[config.mk]
export PLATFORM = sky130hd
export DESIGN_NAME = gen_timer_counter_flat
export DESIGN_NICKNAME = d
export VERILOG_FILES = /design/src/rtl/gen_timer_counter_pkg.sv /design/src/rtl/gen_timer_counter_if.sv /design/src/rtl/gen_timer_counter_tick_prescaler.sv /design/src/rtl/gen_timer_counter.sv /design/src/flat_wrapper.sv
export SDC_FILE = /design/constraint.sdc
export NUM_CORES = 1
export LEC_CHECK = 0
export BUFFER_PORTS_ARGS = -buffer_cell sky130_fd_sc_hd__buf_2
export CORE_MARGIN = 1.5
export CORE_UTILIZATION = 35
export DETAILED_ROUTE_END_ITERATION = 16
export GPL_TIMING_DRIVEN = 1
export PLACE_DENSITY_LB_ADDON = 0.2
export SYNTH_ARGS = -nofsm -noshare
export SYNTH_HDL_FRONTEND = slang
export SYNTH_HIERARCHICAL = 1
export SYNTH_SLANG_ARGS = --single-unit
[constraint.sdc]
create_clock -name clk -period 3.3 [get_ports clk]
set_clock_uncertainty 0.15 [all_clocks]
set_input_delay 0.165 -clock clk [delete_from_list [all_inputs] [get_ports clk]]
set_output_delay 0.165 -clock clk [all_outputs]
set_load 0.01 [all_outputs]
[src/rtl/gen_timer_counter_pkg.sv]
// gen_timer_pkg: shared types and constants for the general-purpose timer-counter.
//   tmode_t      counting mode at terminal (WRAP, SAT, ONESHOT, reserved = WRAP)
//   tstate_t     run-control state of the counter
//   PRESCALE_MAX largest supported prescale divide ratio
//   clamp_div()  folds an out-of-range divide ratio into 1..PRESCALE_MAX
package gen_timer_pkg;

   localparam int unsigned PRESCALE_MAX = 65536;

   typedef enum logic [1:0] {
      TM_WRAP    = 2'd0,
      TM_SAT     = 2'd1,
      TM_ONESHOT = 2'd2,
      TM_RSVD    = 2'd3
   } tmode_t;

   // ST_SAT_HOLD remembers that a saturating hold already reported its terminal
   // event, so tc/ov/cmp_hit fire only on the first step at terminal.
   typedef enum logic [1:0] {
      ST_RUN      = 2'd0,
      ST_SAT_HOLD = 2'd1,
      ST_HALT     = 2'd2
   } tstate_t;

   function automatic int unsigned clamp_div(input int unsigned d);
      if (d < 1)
         return 1;
      if (d > PRESCALE_MAX)
         return PRESCALE_MAX;
      return d;
   endfunction

endpackage

[src/rtl/gen_timer_counter_if.sv]
// gen_timer_counter_if: control/status bundle of the timer-counter.
//   en, clr, load, load_val, up, mode, cmp_val, ov_clr   controller -> timer
//   count, tc, ov, cmp_hit, running                      timer -> controller
// Modports: master (controller side), slave (timer side).
interface gen_timer_counter_if
   import gen_timer_pkg::*;
#(
   parameter int unsigned WIDTH = 16
) ();

   logic             en;
   logic             clr;
   logic             load;
   logic [WIDTH-1:0] load_val;
   logic             up;
   tmode_t           mode;
   logic [WIDTH-1:0] cmp_val;
   logic             ov_clr;
   logic [WIDTH-1:0] count;
   logic             tc;
   logic             ov;
   logic             cmp_hit;
   logic             running;

   modport master (
      output en, clr, load, load_val, up, mode, cmp_val, ov_clr,
      input  count, tc, ov, cmp_hit, running
   );

   modport slave (
      input  en, clr, load, load_val, up, mode, cmp_val, ov_clr,
      output count, tc, ov, cmp_hit, running
   );

endinterface

[src/rtl/gen_timer_counter_tick_prescaler.sv]
// tick_prescaler: divides enabled clocks by DIV.
//   clk    in  clock, rising edge
//   nrst   in  asynchronous active-low reset
//   en     in  advance the phase counter; phase frozen when low
//   sclr   in  synchronous phase clear
//   strobe out combinational, high on the DIV-th enabled clock (en when DIV=1)
module tick_prescaler #(
   parameter int unsigned DIV = 1
) (
   input  logic clk,
   input  logic nrst,
   input  logic en,
   input  logic sclr,
   output logic strobe
);

   if (DIV <= 1) begin : g_bypass
      logic unused_ports;
      assign unused_ports = ^{clk, nrst, sclr};
      assign strobe       = en;
   end else begin : g_div
      localparam int unsigned   PW   = $clog2(DIV);
      localparam logic [PW-1:0] LAST = PW'(DIV - 1);

      logic [PW-1:0] phase;

      assign strobe = en & (phase == LAST);

      always_ff @(posedge clk or negedge nrst) begin
         if (!nrst)
            phase <= '0;
         else if (sclr)
            phase <= '0;
         else if (en)
            phase <= strobe ? '0 : phase + PW'(1);
      end
   end

endmodule

[src/rtl/gen_timer_counter.sv]
// gen_timer_counter: parametrised up/down timer-counter with prescale, sync
// clear/load, WRAP/SAT/ONESHOT terminal behaviour, sticky overflow and
// terminal-count / compare-match strobes.
//   clk   in  clock, rising edge
//   nrst  in  asynchronous active-low reset
//   bus   slave side of gen_timer_counter_if (controls in, count/status out)
// Parameters: WIDTH (2..32), MAX_VALUE (up-count terminal, 1..2^WIDTH-1),
// PRESCALE (enabled clocks per step, 1..PRESCALE_MAX).
module gen_timer_counter
   import gen_timer_pkg::*;
#(
   parameter int unsigned      WIDTH     = 16,
   parameter logic [WIDTH-1:0] MAX_VALUE = '1,
   parameter int unsigned      PRESCALE  = 1
) (
   input  logic               clk,
   input  logic               nrst,
   gen_timer_counter_if.slave bus
);

   localparam int unsigned DIV = clamp_div(PRESCALE);

   tstate_t          state, state_nxt;
   logic [WIDTH-1:0] count_q, count_nxt;
   logic [WIDTH-1:0] load_clip;
   logic             tc_q, tc_nxt;
   logic             hit_q, hit_nxt;
   logic             ov_q, ov_nxt;
   logic             strobe, step, at_term, halted;
   logic             evt, ov_set;

   tick_prescaler #(
      .DIV(DIV)
   ) u_presc (
      .clk   (clk),
      .nrst  (nrst),
      .en    (bus.en),
      .sclr  (bus.clr | bus.load),
      .strobe(strobe)
   );

   assign halted    = (state == ST_HALT);
   assign step      = bus.en & strobe & ~halted;
   assign at_term   = bus.up ? (count_q == MAX_VALUE) : (count_q == '0);
   assign load_clip = (bus.load_val > MAX_VALUE) ? MAX_VALUE : bus.load_val;

   // evt marks a step that produced a reportable count value: every ordinary
   // step and every terminal step except a repeated saturating hold.
   always_comb begin
      state_nxt = state;
      count_nxt = count_q;
      tc_nxt    = 1'b0;
      evt       = 1'b0;
      ov_set    = 1'b0;
      if (bus.clr) begin
         count_nxt = '0;
         state_nxt = ST_RUN;
      end else if (bus.load) begin
         count_nxt = load_clip;
         state_nxt = ST_RUN;
      end else if (step) begin
         if (!at_term) begin
            count_nxt = bus.up ? count_q + WIDTH'(1) : count_q - WIDTH'(1);
            state_nxt = ST_RUN;
            evt       = 1'b1;
         end else begin
            case (bus.mode)
               TM_SAT: begin
                  if (state != ST_SAT_HOLD) begin
                     tc_nxt    = 1'b1;
                     ov_set    = 1'b1;
                     evt       = 1'b1;
                     state_nxt = ST_SAT_HOLD;
                  end
               end
               TM_ONESHOT: begin
                  tc_nxt    = 1'b1;
                  ov_set    = 1'b1;
                  evt       = 1'b1;
                  state_nxt = ST_HALT;
               end
               default: begin
                  count_nxt = bus.up ? '0 : MAX_VALUE;
                  tc_nxt    = 1'b1;
                  ov_set    = 1'b1;
                  evt       = 1'b1;
                  state_nxt = ST_RUN;
               end
            endcase
         end
      end
   end

   assign hit_nxt = evt & (count_nxt == bus.cmp_val);
   // a new overflow wins over a simultaneous ov_clr
   assign ov_nxt  = ov_set | (ov_q & ~bus.ov_clr);

   always_ff @(posedge clk or negedge nrst) begin
      if (!nrst) begin
         state   <= ST_RUN;
         count_q <= '0;
         tc_q    <= 1'b0;
         hit_q   <= 1'b0;
         ov_q    <= 1'b0;
      end else begin
         state   <= state_nxt;
         count_q <= count_nxt;
         tc_q    <= tc_nxt;
         hit_q   <= hit_nxt;
         ov_q    <= ov_nxt;
      end
   end

   assign bus.count   = count_q;
   assign bus.tc      = tc_q;
   assign bus.cmp_hit = hit_q;
   assign bus.ov      = ov_q;
   assign bus.running = bus.en & ~halted;

endmodule

[src/flat_wrapper.sv]
// flat-port wrapper written by rule: the top's interface ports become plain ports
module gen_timer_counter_flat import gen_timer_pkg::*;
#(
   parameter int unsigned      WIDTH     = 16,
   parameter logic [WIDTH-1:0] MAX_VALUE = '1,
   parameter int unsigned      PRESCALE  = 1
)
  (clk, nrst, bus_en, bus_clr, bus_load, bus_load_val, bus_up, bus_mode, bus_cmp_val, bus_ov_clr, bus_count, bus_tc, bus_ov, bus_cmp_hit, bus_running);
  gen_timer_counter_if #(.WIDTH(WIDTH)) bus_i ();
  input  logic clk;
  input  logic nrst;
  input wire logic [$bits(bus_i.en)-1:0] bus_en;
  input wire logic [$bits(bus_i.clr)-1:0] bus_clr;
  input wire logic [$bits(bus_i.load)-1:0] bus_load;
  input wire logic [$bits(bus_i.load_val)-1:0] bus_load_val;
  input wire logic [$bits(bus_i.up)-1:0] bus_up;
  input wire logic [$bits(bus_i.mode)-1:0] bus_mode;
  input wire logic [$bits(bus_i.cmp_val)-1:0] bus_cmp_val;
  input wire logic [$bits(bus_i.ov_clr)-1:0] bus_ov_clr;
  output wire logic [$bits(bus_i.count)-1:0] bus_count;
  output wire logic [$bits(bus_i.tc)-1:0] bus_tc;
  output wire logic [$bits(bus_i.ov)-1:0] bus_ov;
  output wire logic [$bits(bus_i.cmp_hit)-1:0] bus_cmp_hit;
  output wire logic [$bits(bus_i.running)-1:0] bus_running;
  assign bus_i.en = bus_en;
  assign bus_i.clr = bus_clr;
  assign bus_i.load = bus_load;
  assign bus_i.load_val = bus_load_val;
  assign bus_i.up = bus_up;
  assign bus_i.mode = bus_mode;
  assign bus_i.cmp_val = bus_cmp_val;
  assign bus_i.ov_clr = bus_ov_clr;
  assign bus_count = bus_i.count;
  assign bus_tc = bus_i.tc;
  assign bus_ov = bus_i.ov;
  assign bus_cmp_hit = bus_i.cmp_hit;
  assign bus_running = bus_i.running;
  gen_timer_counter #(.WIDTH(WIDTH), .MAX_VALUE(MAX_VALUE), .PRESCALE(PRESCALE)) u_core (.clk(clk), .nrst(nrst), .bus(bus_i));
endmodule
* Yosys cells after proc, flatten, opt, wreduce, memory -nomap -nowiden
Index checks and enable logic that the tools add are counted.
Word-level totals: memories 0, memory bits (read-only) 0, memory bits (writable) 0, latch bits 0, output and inout port bits 20, logic and storage cells 50, flip-flop bits (word level) 21, input bits 41
Operators by class: add/sub/neg operators 2, muxes and demuxes 25, magnitude comparators 1, divide/modulo/power cells 0, multiply operators 0, shift-type cells 0, reduce and logical (&&, ||, !) cells 4, bitwise gates (word level) 6, equal/unequal tests 7
Operators by type and width (number):
- $mux W16 | 8
- $add A16 B1 Y16 const B | 1
- $eq A16 B16 Y1 | 1
- $eq A16 B16 Y1 const B | 1
- $gt A16 B16 Y1 const B | 1
- $logic_not A16 Y1 | 1
- $sub A16 B1 Y16 const B | 1
- $mux W1 | 11
- $mux W2 | 5
- $ne A5 B5 Y1 const B | 1
- $eq A2 B2 Y1 const B | 2
- $pmux W2 S2 | 1
- $and A1 B1 Y1 | 3
- $reduce_bool A3 Y1 | 1
- $eq A2 B1 Y1 const B | 1
- $ne A2 B1 Y1 const B | 1
- $not A1 Y1 | 2
- $reduce_and A2 Y1 | 1
- $reduce_or A2 Y1 | 1
- $or A1 B1 Y1 | 1

* Longest topological paths before layout
depth after elaboration 9, depth in mapped cells 13, depth with buffers taken out 12

* Modules after synthesis
The synthesis kept the hierarchy.
By module, submodules not included:
- gen_timer_counter | area an instance 2529.9 sq um, cells an instance 345, instances 1
- tick_prescaler | area an instance 7.5 sq um, cells an instance 1, instances 1

* Worst setup path after synthesis
Ideal clock, no wire load.
path kind input-to-reg, start point input port bus_up, end point register u_core.hit_q, in the netlist u_core/bus.cmp_hit, cell stages on the path 13, buffers on the path 1, path slack -0.046 ns, arrival 3.129 ns, library setup time 0.068 ns, required time 3.082 ns, cells stage by stage buf_4 > inv_1 > ha_1 > a211o_1 > and4_4 > o31a_1 > o21ai_2 > nor4b_2 > nor3b_1 > a2111oi_2 > o211ai_1 > nor4_1 > and4_1
Between the ends: word-level cells in the longest chain between the ends 8
RTL lines:
- start, declared | line flat_wrapper.sv:16 | input wire logic [$bits(bus_i.up)-1:0] bus_up;
- $mux W16 | line gen_timer_counter.sv:83 | count_nxt = bus.up ? '0 : MAX_VALUE;
- $mux W16 | line gen_timer_counter.sv:67 | case (bus.mode)
- $mux W16 | line gen_timer_counter.sv:62 | if (!at_term) begin
- $mux W16 | line gen_timer_counter.sv:61 | end else if (step) begin
- $mux W16 | line gen_timer_counter.sv:58 | end else if (bus.load) begin
- $mux W16 | line gen_timer_counter.sv:55 | if (bus.clr) begin
- $eq A16 B16 Y1 | line gen_timer_counter.sv:94 | assign hit_nxt = evt & (count_nxt == bus.cmp_val);
- $and A1 B1 Y1 (*) | line gen_timer_counter.sv:94
- via u_core.hit_nxt | line gen_timer_counter.sv:27 | logic hit_q, hit_nxt;
- end signal, assigned | line gen_timer_counter.sv:109 | hit_q <= hit_nxt;
- end, declared | line gen_timer_counter.sv:27
The timed path passes the listed nets; every way through them passes the cells marked *. A chain may end at the register's enable or synchronous reset.

* Worst setup path in the final report
start point register u_core.count_q[1], in the netlist u_core/bus.count[1], end point register u_core.hit_q, in the netlist u_core/bus.cmp_hit
Between the ends: word-level cells in the longest chain between the ends 8
RTL lines:
- start, declared | line gen_timer_counter.sv:24 | logic [WIDTH-1:0] count_q, count_nxt;
- start signal, assigned | line gen_timer_counter.sv:107 | count_q <= count_nxt;
- $sub A16 B1 Y16 (tied with other cells) | line gen_timer_counter.sv:63 | count_nxt = bus.up ? count_q + WIDTH'(1) : count_q - WIDTH'(1);
- $mux W16 / $mux W1 (equally long branches) | line gen_timer_counter.sv:63, gen_timer_counter.sv:44
- $mux W16 | line gen_timer_counter.sv:62
- $mux W16 | line gen_timer_counter.sv:61
- $mux W16 | line gen_timer_counter.sv:58
- $mux W16 | line gen_timer_counter.sv:55
- $eq A16 B16 Y1 | line gen_timer_counter.sv:94
- $and A1 B1 Y1 (*) | line gen_timer_counter.sv:94
- via u_core.hit_nxt | line gen_timer_counter.sv:27
Marks and branches as above.

==> reports/qor.yml <==
drt:
  drtAntennaViolNets: 0
  dr.pass1.iters: 5
  drc_errors: 0
  vias: 3267
  wirelength_mm: 10.1
  drtIter0Drc: 244
  detail_route.wl_per_cell_um: 18.2
  via_per_inst: 5.89
synth:
  yosys.area_share.simple: 0.302
  synth_top_family_by_area: "simple AND/OR/NAND/NOR gates"
  yosysSeqAreaShare: 0.207
  synthMuxAreaShare: 0.0242
  yosys_warnings: 6
  synthFlopType: "dfrtp_1"
  synth.distinct_cells: 67
  avgSynthCellArea_um2: 7.33
  synthArstFlopShare: 1.00
  synthesis.nets: 404
  synth_compound_area_frac: 0.294
  synth_xor_area_frac: 0.0311
  syn_inst: 346
  synth-edff-count: 0
  syn_area_um2: 2540
  synthAdderAreaFrac: 0.0868
  ys_ff_latch: 21
placement:
  portBuffers: 60
  place_area_um2: 3340
  gp_congestion: 0.938
  hpwl_mm: 7.98
clocking:
  clkTransAtPathRegs_ps: 90
  clk_latency_ps: 270
  clock-sinks: 21
  cts_root_buf: "clkbuf_8"
  numCtsBuffers: 3
  cts_tree: "yes"
  h-tree-depth: 1
  clockBufferDepth: 2
setup_path:
  worst_ep_arrival_time_ps: 3220
  crit_type: "flip-flop to flip-flop"
  cp-end-kind: "flip-flop"
  max_stage_delay_ps: 450
  path_delay_family: "compound AO/OA/AOI/OAI gates"
  crit_required_ps: 3320
  rrSetupSlack_ps: 100
  path_max_fanout: 3
  crit_buf_inv: 1
  rr_endpoint: "u_core/bus.cmp_hit$_DFF_PN0_"
  slowest_stage: "dfrtp_2"
  reg2reg_depth: 12
  critical-path-top-cell-by-count: "o21ai_2"
  setup.worst_path.start_class: "flip-flop"
  regToRegStartpoint: "u_core/bus.count[1]$_DFF_PN0_"
  crit_chain: "fa_2, a211oi_2, buf_4, o21ai_2, a31o_2, a21oi_4, o21ai_2, xor2_1, a21oi_1, o21bai_4, or3_4, and4_1"
sta:
  finalSetupViolCount: 0
  relSlewSlack: 0.634
  period_needed_ps: 3200
  worstMarginPinSlew_ps: 548
  min_period_over_period: 0.970
  drv_slew: 0
  final_hold_viol_count: 0
  fmax_ghz: 0.312
  setup_tns_ps: 0
min_path:
  worstHoldPathType: "input port to flip-flop"
  min_path_cells: 3
  min_to: "u_core/bus.count[7]$_DFF_PN0_"
  min_from: "bus_load_val[7]"
grt:
  grt.overflow.total: 0
  grt_max_degree: 22
  track_usage: 0.262
  grt_antenna_before_repair: 0
  grt_pass1_vias: 3025
  grt_pass1_wl_mm: 15.6
layout:
  n_antenna_cell: 0
  layout_commonest_cell: "buf_4"
  mostFrequentLayoutCells: "buf_4 (61), buf_2 (60), nand2_1 (38)"
  syn2layout_area_growth_pct: 42.5
  drive_gt1_frac: 0.366
  nets: 518
  utilization: 0.523
  final_cell_area_um2: 3610
  regArea_um2: 527
  fillerInstances: 712
  multiInputGateArea_um2: 2060
floorplanning:
  die_area_um2: 7770
  rows: 30
  die_w_um: 88.1
  num_io_pins: 61
  core_region_area_um2: 6910
  dieHeight_um: 88.1
  start_util: 0.367
pwr:
  ir_drop_mv: 0.148
  cellPowerDensity_nw_per_um2: 287
  finalPower_mw: 1.04
  leakage_nw: 1.64
job:
  maxCapViolCount: 0
run_status:
  status: "finished clean"
==> worst max path at each step <==
| stage | from | end | cells past startpoint |
|---|---|---|---|
| global route | u_core/bus.count[8]$_DFF_PN0_ | u_core/bus.cmp_hit$_DFF_PN0_ | 11 |
| finish | u_core/bus.count[1]$_DFF_PN0_ | u_core/bus.cmp_hit$_DFF_PN0_ | 12 |
| floorplan | bus_up | u_core/bus.cmp_hit$_DFF_PN0_ | 13 |
| detailed placement | bus_up | u_core/bus.cmp_hit$_DFF_PN0_ | 14 |
| CTS | u_core/bus.count[7]$_DFF_PN0_ | u_core/bus.cmp_hit$_DFF_PN0_ | 11 |
| global placement | bus_up | u_core/bus.cmp_hit$_DFF_PN0_ | 14 |
==> flip-flops by register name (all words and copies together), names as in the netlist <==
| name | count |
|---|---|
| u_core/bus.ov | 1 |
| u_core/bus.cmp_hit | 1 |
| u_core/bus.count | 16 |
| u_core/state | 2 |
| u_core/bus.tc | 1 |
==> per-layer routing <==
metal  vias up  wire length [µm]  global-route usage
met2       166              4560               0.409
met5         -                 0                   0
met3        18               791              0.0207
met1      1545              4490               0.380
li1       1538                 -                   -
met4         0               281              0.0881
==> kinds of logic after synthesis <==
group,Yosys count
AOI/OAI and AO/OA,111
buffers and inverters,33
xor gates and xnor gates,9
adders and majority gates,17
muxes,6
DFF,21
and+or+nand+nor,149
==> synthesized netlist by cell type, drive strengths merged, types with 2 or more instances <==
cell type  number  area share
a2111oi         5       0.020
a211oi          7       0.021
a21boi          2      0.0059
a21o            2      0.0059
a21oi          29       0.057
a311oi          2      0.0069
a31o            2      0.0069
a31oi           5       0.012
and3            2      0.0049
and4            4       0.015
buf             6       0.015
clkbuf          9       0.013
dfrtp          21        0.21
ha             16       0.079
inv            17       0.025
mux2i           5       0.020
nand2          38       0.056
nand2b          2      0.0049
nand3          14       0.028
nand3b          3      0.0089
nand4           6       0.015
nor2           33       0.050
nor2b           6       0.015
nor3           16       0.036
nor3b           4       0.012
nor4           11       0.027
o2111ai         3       0.010
o211ai          4       0.012
o21a            6       0.018
o21ai          24       0.049
o22ai           2      0.0049
o31ai           3      0.0089
o32a            2      0.0079
or2             2      0.0049
or3             3      0.0074
xnor2           6       0.021
xor2            3       0.010
==> worst reg2reg max path: stages, from the launching register on <==
cell	delay, ps
dfrtp_2	450
fa_2	380
a211oi_2	280
buf_4	160
o21ai_2	70
a31o_2	290
a21oi_4	140
o21ai_2	80
xor2_1	230
a21oi_1	120
o21bai_4	180
or3_4	380
and4_1	190
==> final cells by class <==
| type | instances | share of cell area |
|---|---|---|
| clock buffers | 3 | 0.0114 |
| clock inverters | 1 | 0.00138 |
| inverters | 18 | 0.0197 |
| multi-input cells | 292 | 0.570 |
| flip-flops and latches | 21 | 0.146 |
| well taps | 96 | 0.0332 |
| repair buffers | 124 | 0.218 |
==> report_power, final <==
group          internal (mW)  switching (mW)  total [mW]
Combinational          0.251           0.306       0.557
Clock                 0.0846           0.103       0.187
Sequential             0.272          0.0208       0.293
==> stage by stage <==
| step | setup WS [ps] | instances | hold WS (ps) |
|---|---|---|---|
| floorplan | 33.8 | 346 | -281 |
| global placement | -188 | 545 | 22.0 |
| detailed placement | -177 | 545 | 21.9 |
| CTS | 7.15 | 552 | 6.54 |
| global route | -17.8 | 555 | 19.2 |
| finish | 99.8 | 555 | 0.754 |
==> repair_timing <==
item | in CTS | in global routing
buffers inserted | 0 | 3
endpoints found under the hold margin | 23 | 0
gates resized for setup | 6 | 43
hold buffers | 3 | 0
endpoints found under the setup margin | 1 | 1
pin swaps | 0 | 25
gates cloned | 0 | 0
Power figures use the tool's default switching activity.
